[src/rtl/fifo_pkg.sv]
// Shared constants and width helpers for the FIFO family.
package fifo_pkg;

    localparam int FIFO_STD  = 0;
    localparam int FIFO_FWFT = 1;

    // Pointer width; a one-bit pointer still needs at least one bit.
    function automatic int ptr_w(input int depth);
        return (depth > 1) ? $clog2(depth) : 1;
    endfunction

    // Occupancy width; must hold the value DEPTH itself.
    function automatic int cnt_w(input int depth);
        return $clog2(depth + 1);
    endfunction

endpackage

[src/rtl/sync_dpram.sv]
// WIDTH x DEPTH storage with one synchronous write port and one read port.
// READ_REG=1 gives a registered read with enable (reset to zero);
// READ_REG=0 gives an asynchronous read of the addressed word.
module sync_dpram #(
    parameter int WIDTH    = 8,
    parameter int DEPTH    = 8,
    parameter int ADDR_W   = 3,
    parameter int READ_REG = 1
) (
    input  logic              clk,
    input  logic              rstn,
    input  logic              wr_en,
    input  logic [ADDR_W-1:0] wr_addr,
    input  logic [WIDTH-1:0]  wr_data,
    input  logic              rd_en,
    input  logic [ADDR_W-1:0] rd_addr,
    output logic [WIDTH-1:0]  rd_data
);

    logic [WIDTH-1:0] mem [DEPTH];

    // Storage write; the array itself is never reset.
    always_ff @(posedge clk) begin
        if (wr_en) mem[wr_addr] <= wr_data;
    end

    generate
        if (READ_REG != 0) begin : g_reg_read
            // Registered read: load on enable, hold otherwise.
            always_ff @(posedge clk) begin
                if (!rstn)      rd_data <= '0;
                else if (rd_en) rd_data <= mem[rd_addr];
            end
        end else begin : g_async_read
            logic unused_ctrl;
            assign unused_ctrl = rstn ^ rd_en;
            assign rd_data     = mem[rd_addr];
        end
    endgenerate

endmodule

[src/rtl/sync_fifo_flex.sv]
// Single-clock FIFO with arbitrary depth, standard or first-word-fall-through
// read, programmable almost thresholds, occupancy count and sticky errors.
module sync_fifo_flex
    import fifo_pkg::*;
#(
    parameter int WIDTH     = 8,
    parameter int DEPTH     = 8,
    parameter int AF_THRESH = DEPTH - 2,
    parameter int AE_THRESH = 2,
    parameter int FWFT      = FIFO_STD
) (
    input  logic                      clk,
    input  logic                      rstn,
    input  logic                      wr_en,
    input  logic [WIDTH-1:0]          wr_data,
    input  logic                      rd_en,
    input  logic                      err_clr,
    output logic [WIDTH-1:0]          rd_data,
    output logic                      fifo_full,
    output logic                      fifo_empty,
    output logic                      almost_full,
    output logic                      almost_empty,
    output logic [cnt_w(DEPTH)-1:0]   data_count,
    output logic                      overflow,
    output logic                      underflow
);

    localparam int PTR_W = ptr_w(DEPTH);
    localparam int CNT_W = cnt_w(DEPTH);

    localparam logic [PTR_W-1:0] PTR_LAST = PTR_W'(DEPTH - 1);
    localparam logic [CNT_W-1:0] DEPTH_C  = CNT_W'(DEPTH);
    localparam logic [CNT_W-1:0] AF_C     = CNT_W'(AF_THRESH);
    localparam logic [CNT_W-1:0] AE_C     = CNT_W'(AE_THRESH);

    generate
        if (DEPTH < 2 || AF_THRESH < 1 || AF_THRESH > DEPTH ||
            AE_THRESH < 0 || AE_THRESH > DEPTH - 1 ||
            (FWFT != FIFO_STD && FWFT != FIFO_FWFT)) begin : g_bad_params
            $fatal(1, "sync_fifo_flex: illegal DEPTH/threshold/FWFT parameters");
        end
    endgenerate

    logic [PTR_W-1:0] wr_ptr;
    logic [PTR_W-1:0] rd_ptr;
    logic [CNT_W-1:0] count;
    logic             wr_acc;
    logic             rd_acc;

    // Flags decode straight from the registered count, so accept decisions
    // never depend on the other side's request in the same cycle.
    assign fifo_full    = (count == DEPTH_C);
    assign fifo_empty   = (count == '0);
    assign almost_full  = (count >= AF_C);
    assign almost_empty = (count <= AE_C);
    assign data_count   = count;

    assign wr_acc = wr_en & ~fifo_full;
    assign rd_acc = rd_en & ~fifo_empty;

    // Pointer and occupancy update with explicit wrap at DEPTH-1.
    always_ff @(posedge clk) begin
        if (!rstn) begin
            wr_ptr <= '0;
            rd_ptr <= '0;
            count  <= '0;
        end else begin
            if (wr_acc) wr_ptr <= (wr_ptr == PTR_LAST) ? '0 : wr_ptr + 1'b1;
            if (rd_acc) rd_ptr <= (rd_ptr == PTR_LAST) ? '0 : rd_ptr + 1'b1;
            case ({wr_acc, rd_acc})
                2'b10:   count <= count + 1'b1;
                2'b01:   count <= count - 1'b1;
                default: count <= count;
            endcase
        end
    end

    // Sticky error flags; a new error in the same cycle as err_clr wins.
    always_ff @(posedge clk) begin
        if (!rstn) begin
            overflow  <= 1'b0;
            underflow <= 1'b0;
        end else begin
            if (wr_en & fifo_full) overflow <= 1'b1;
            else if (err_clr)      overflow <= 1'b0;
            if (rd_en & fifo_empty) underflow <= 1'b1;
            else if (err_clr)       underflow <= 1'b0;
        end
    end

    sync_dpram #(
        .WIDTH    (WIDTH),
        .DEPTH    (DEPTH),
        .ADDR_W   (PTR_W),
        .READ_REG ((FWFT == FIFO_FWFT) ? 0 : 1)
    ) u_ram (
        .clk     (clk),
        .rstn    (rstn),
        .wr_en   (wr_acc & rstn),
        .wr_addr (wr_ptr),
        .wr_data (wr_data),
        .rd_en   (rd_acc & rstn),
        .rd_addr (rd_ptr),
        .rd_data (rd_data)
    );

endmodule
[config.mk]
export PLATFORM = sky130hd
export DESIGN_NAME = sync_fifo_flex
export DESIGN_NICKNAME = d
export VERILOG_FILES = /design/src/rtl/fifo_pkg.sv /design/src/rtl/sync_dpram.sv /design/src/rtl/sync_fifo_flex.sv
export SDC_FILE = /design/constraint.sdc
export NUM_CORES = 1
export LEC_CHECK = 0
export ABC_AREA = 1
export CAP_MARGIN = 10
export CELL_PAD_IN_SITES_DETAIL_PLACEMENT = 1
export CELL_PAD_IN_SITES_GLOBAL_PLACEMENT = 1
export CORE_UTILIZATION = 40
export CTS_CLUSTER_SIZE = 30
export DETAILED_ROUTE_END_ITERATION = 8
export GPL_TIMING_DRIVEN = 1
export PLACE_DENSITY_LB_ADDON = 0.12
export SETUP_SLACK_MARGIN = 0.05
export SKIP_CTS_REPAIR_TIMING = 1
export SLEW_MARGIN = 20
export SYNTH_ARGS = -nofsm -noshare
export SYNTH_HDL_FRONTEND = slang
export SYNTH_HIERARCHICAL = 1
export SYNTH_SLANG_ARGS = --single-unit
[constraint.sdc]
create_clock -name clk -period 2.15 [get_ports clk]
set_input_delay 0.215 -clock clk [delete_from_list [all_inputs] [get_ports clk]]
set_output_delay 0.215 -clock clk [all_outputs]
set_load 0.05 [all_outputs]
==> impl_metrics.json, run 1 <==
{
  "outcome": "completed",
  "power_mw": 5.25,
  "grt_pass1_vias": 2723,
  "nFillCells": 1042,
  "hp-start": "underflow",
  "synth_fp_nets": 416,
  "max_freq_mhz": 496,
  "drive_gt1_share_pct": 13.4,
  "r2r-start": "data_count[1]",
  "min_to": "underflow",
  "yosysWarnings": 6,
  "slew_viol_final": 0,
  "cts_tree": "yes",
  "yosysSeqAreaShare_pct": 60.9,
  "cp_max_fo": 6,
  "yosysTopAreaCell": "edfxtp_1",
  "fin_crit_sh_pct": 93.7,
  "syn_inst": 396,
  "grt_overflow": 0,
  "syn_area_um2": 3810,
  "vias": 2654,
  "synth_area_per_cell_um2": 9.62,
  "reg2reg_slack_ns": 0.24,
  "drv_cap": 0,
  "initial_utilization_pct": 41.2,
  "grt_first_pass_wirelength_um": 13800,
  "power.switching_mw": 2.04,
  "gp_congestion": 0.731,
  "cp.required_ns": 1.93,
  "portBuffers": 30,
  "grtUsageTotal_pct": 19.0,
  "internal_power_mw": 3.21,
  "post_drt_wl_per_cell_um": 14.9,
  "cts-root-buf": "clkbuf_8",
  "worst_pin_slew_ns": 0.515,
  "num_io_pins": 31,
  "ant_nets": 0,
  "clk_pin_slew_worst_paths_ns": 0.09,
  "coreArea_um2": 9240,
  "remaining_drc_errors": 0,
  "pwr-share-seq_pct": 39.1,
  "synth-edff-count": 64,
  "startpoint": "data_count[0]",
  "htree_levels": 3,
  "setup_violations": 0,
  "yosysUniqueCellTypes": 25,
  "async_reset_ff_share_pct": 0,
  "drt_iter0_markers": 117,
  "reg2regPathDepth": 13,
  "combPwrFrac_pct": 36.9,
  "regToRegEndpoint": "data_count[2]",
  "ys_ff_latch": 84,
  "leakage_nw": 2.03,
  "dominantRegCellSynth": "edfxtp_1",
  "nets": 462,
  "synth.area.top_cells": "edfxtp_1, dfxtp_1, nand2_1, inv_1, nand3_1",
  "clockPowerShare_pct": 24.0,
  "fin_skew_ns": 0.00639,
  "antenna_cells": 0,
  "cts_sinks": 84,
  "endpoint_kind": "primary output",
  "irDropWorstVdd_v": 0.000391,
  "row_count": 35,
  "crit_arrival_ns": 1.80,
  "hpwl_um": 5850,
  "yosysMostFrequentCell": "nand2_1",
  "grt_max_degree": 33,
  "synth_common_cells": "nand2_1, inv_1, edfxtp_1",
  "drt_first_pass_iters": 4,
  "die-area_um2": 9920,
  "clkLatencyLatePin_ns": 0.35,
  "relSlewSlack_pct": 65.6,
  "wirelength_um": 8560,
  "min_period_ns": 2.02,
  "antenna_found_initial": 0,
  "holdPathStages": 2,
  "area.growth.synth_to_final_pct": 19.5,
  "fp.dieW_um": 99.6,
  "hp-class": "flip-flop to flip-flop",
  "cts_max_path_buffers": 2,
  "chipHeight_um": 99.6,
  "whs_ns": 0.475,
  "p_per_area_nw_per_um2": 1150,
  "rsz0062_at_grt": "false",
  "numCtsBuffers": 9,
  "detail_route.vias_per_cell": 4.61,
  "yosysTopAreaCellShare_pct": 50.4,
  "crit_type": "flip-flop to primary output",
  "crit_path_start_kind": "flip-flop",
  "swShare_pct": 38.8,
  "hold_violations": 0
}
-- how the worst max path moves through the flow --
stage                     depth (start not counted)             to  slack (ns)
final                                             5   almost_empty        0.13
after global routing                              5   almost_empty        0.06
after CTS                                         4     fifo_empty      -0.002
after global placement                           12  data_count[2]        0.16
after detailed placement                         12  data_count[2]        0.10
after floorplan                                  13  data_count[2]        0.19
-- logic make-up after synthesis --
group,count (synthesis),synth area share (%)
AO/OA/AOI/OAI,36,5.98
XOR/XNOR,2,0.460
adder cells (fa/ha/maj),7,2.30
AND/OR/NAND/NOR,169,19.2
flip-flops,84,60.9
buffers and inverters,98,11.1
-- power by group through the flow --
stage	Clock (mW)	Combinational, mW	Sequential, mW
6_report	1.26	1.94	2.05
3_5_place_dp	0	1.95	2.08
2_1_floorplan	0	1.17	2.28
3_3_place_gp	0	1.90	2.08
5_1_grt	1.35	2.14	2.07
4_1_cts	1.29	1.95	2.05
-- per-layer routing --
metal | vias to the layer above | wire (um) | track usage [%] | share of wire [%]
li1 | 1355 | - | - | -
met1 | 1252 | 4130 | 25.2 | 48
met2 | 35 | 4070 | 31.4 | 48
met3 | 12 | 234 | 3.58 | 2.7
met4 | 0 | 115 | 6.22 | 1.3
met5 | - | 0 | 0 | 0
-- worst max-delay path, stage by stage, from the launching register on --
cell	delay [ns]
dfxtp_2	0.34
buf_4	0.15
nand2_1	0.06
nand2_1	0.05
inv_1	0.05
clkdlybuf4s50_1	0.80
-- placed cells by master (no fill, tap or decap) --
master and count:
clkdlybuf4s50_1 27, a21oi_1 11, nand3_2 2, inv_1 80, xnor2_1 2, o21ai_2 2, nor2_1 17, dfxtp_2 3
bufinv_16 2, clkinv_4 1, clkinvlp_4 1, inv_4 3, a21oi_2 5, dfxtp_1 16, nor2_2 3, nor2_4 1
o21ai_1 2, o21ai_4 1, nand2_2 2, o211a_1 2, nand3_1 50, dlymetal6s2s_1 3, inv_2 3, edfxtp_1 64
buf_4 17, clkbuf_1 1, o21ai_0 13, nand2_4 1, clkbuf_8 9, dfxtp_4 1, inv_8 1, nand2_1 93
ha_1 6, inv_6 1, ha_2 1
-- state kept, by name, summed over array words and instances, names as in the netlist --
signal and count:
data_count 4, overflow 1, rd_ptr 3, u_ram/mem 64, u_ram/rd_data 8, underflow 1, wr_ptr 3
-- layout make-up --
type                            instances  area [um2]  area share [%]
Clock buffer                           10         128            2.80
Multi-Input combinational cell        214        1070            23.6
Timing Repair Buffer                   47         435            9.56
Sequential cell                        84        2330            51.2
Inverter                               86         330            7.25
Clock inverter                          6        96.3            2.12
Tap cell                              129         161            3.54
-- per-stage QoR --
step / cell area [um2] / setup slack, ns / std cells / setup TNS [ns] / utilization (%)
detailed placement: 4310 / 0.102 / 560 / 0 / 46.7
CTS: 4540 / -0.00161 / 576 / -0.00161 / 49.1
global route: 4550 / 0.0644 / 576 / 0 / 49.3
finish: 4550 / 0.135 / 576 / 0 / 49.3
global placement: 4310 / 0.165 / 560 / 0 / 46.7
floorplan: 3820 / 0.191 / 396 / 0 / -
No activity file was read; power rests on OpenSTA's default activity.
==> run 2, diff against run 1 <==
Settings changed: SKIP_LAST_GASP from default to 1.
==> results of run 2 <==
Same layout as run 1: the final DEF is identical, and so are final timing and power.
==> run 3, diff against run 2 <==
Settings changed: GPL_TIMING_DRIVEN 1 to 0.
==> impl_metrics.json, run 3 (synthesis results as in run 1) <==
{
  "p_per_area_nw_per_um2": 1180,
  "irDropWorstVdd_v": 0.000439,
  "antenna_cells": 0,
  "drv_cap": 0,
  "clockPowerShare_pct": 24.3,
  "power_mw": 5.45,
  "num_io_pins": 31,
  "cp.required_ns": 1.93,
  "setup_violations": 0,
  "rsz0062_at_grt": "false",
  "grt_first_pass_wirelength_um": 14600,
  "regToRegEndpoint": "data_count[2]",
  "internal_power_mw": 3.36,
  "grt_max_degree": 17,
  "pwr-share-seq_pct": 37.2,
  "leakage_nw": 2.04,
  "drt_first_pass_iters": 4,
  "endpoint_kind": "primary output",
  "r2r-start": "data_count[1]",
  "power.switching_mw": 2.09,
  "die-area_um2": 9920,
  "cts_tree": "yes",
  "reg2reg_slack_ns": 0.19,
  "layout_common_cells": "nand2_1, inv_1, edfxtp_1, nand3_1, clkdlybuf4s50_1",
  "place_ws_ns": -0.774,
  "cts_sinks": 84,
  "htree_levels": 3,
  "initial_utilization_pct": 41.2,
  "coreArea_um2": 9240,
  "whs_ns": 0.400,
  "final_util_pct": 50.0,
  "drive_gt1_share_pct": 14.6,
  "crit_path_start_kind": "flip-flop",
  "grt_overflow": 0,
  "fin_crit_sh_pct": 91.2,
  "hpwl_um": 6200,
  "portBuffers": 30,
  "nets": 460,
  "grtUsageTotal_pct": 20.1,
  "antenna_found_initial": 0,
  "startpoint": "data_count[2]",
  "combPwrFrac_pct": 38.5,
  "chipHeight_um": 99.6,
  "numCtsBuffers": 9,
  "detail_route.vias_per_cell": 4.76,
  "worst_pin_slew_ns": 0.531,
  "worst_slack_ns": 0.189,
  "vias": 2733,
  "largest-register": "u_ram/mem",
  "fin_skew_ns": 0.00902,
  "min_period_ns": 1.96,
  "largest_reg_flops": 64,
  "crit_type": "flip-flop to primary output",
  "ant_nets": 0,
  "drt_iter0_markers": 59,
  "wirelength_um": 9090,
  "reg2regPathDepth": 13,
  "gp_congestion": 0.772,
  "cts-root-buf": "clkbuf_8",
  "swShare_pct": 38.3,
  "regArea_um2": 2330,
  "max_freq_mhz": 510,
  "layout_commonest_cell": "nand2_1",
  "clkLatencyLatePin_ns": 0.35,
  "outcome": "completed",
  "nFillCells": 1048,
  "slew_viol_final": 0,
  "timing.critical_path.to": "almost_empty",
  "clk_pin_slew_worst_paths_ns": 0.08,
  "cts_max_path_buffers": 2,
  "remaining_drc_errors": 0,
  "row_count": 35,
  "cp_max_fo": 5,
  "hp-class": "input pin to flip-flop",
  "relSlewSlack_pct": 64.5,
  "multi_input_area_um2": 1130,
  "crit_arrival_ns": 1.75,
  "grt_pass1_vias": 2865,
  "finalSetupTns_ns": 0,
  "fp.dieW_um": 99.6,
  "area.growth.synth_to_final_pct": 21.3,
  "hold_violations": 0,
  "post_drt_wl_per_cell_um": 15.8
}
## run 3: final cells by class
| type | count | area share (%) |
|---|---|---|
| buffer | 12 | 2.03 |
| inverter | 86 | 7.15 |
| sequential | 84 | 50.5 |
| clock buffer | 9 | 2.68 |
| multi-input combinational | 214 | 24.5 |
| tap | 129 | 3.49 |
| timing repair buffer | 33 | 7.20 |
| clock inverter | 7 | 2.49 |
## run 3: power by group through the flow
stage	Combinational (mW)	Sequential [mW]	Clock [mW]
6_report	2.10	2.03	1.32
5_1_grt	2.30	2.05	1.41
4_1_cts	2.07	2.02	1.37
3_5_place_dp	2.06	2.06	0
3_3_place_gp	2.02	2.05	0
2_1_floorplan	1.17	2.28	0
## run 3: worst min path at each step
| stage | from | to | cells past startpoint |
|---|---|---|---|
| floorplan | wr_data[0] | u_ram/mem[0][0] | 0 |
| global placement | overflow | overflow | 2 |
| detailed placement | overflow | overflow | 2 |
| CTS | rd_en | underflow | 3 |
| global route | rstn | wr_ptr[0] | 2 |
| finish | rstn | data_count[0] | 3 |
## run 3: critical path: stages, from the launching register on
cell and delay (ns):
dfxtp_4 0.38, nor2_2 0.13, nand2_1 0.06, inv_1 0.05, clkdlybuf4s50_1 0.79
## run 3: stage by stage
stage	area (um2)	instances
3_5_place_dp	4280	555
3_3_place_gp	4280	555
5_1_grt	4620	574
4_1_cts	4520	571
2_1_floorplan	3820	396
6_report	4620	574
## run 3: routing by layer
layer  global-route usage, %  wire length, um
met1                    25.5             4200
met2                    34.2             4470
met3                    3.65              272
met4                    7.81              151
met5                       0                0
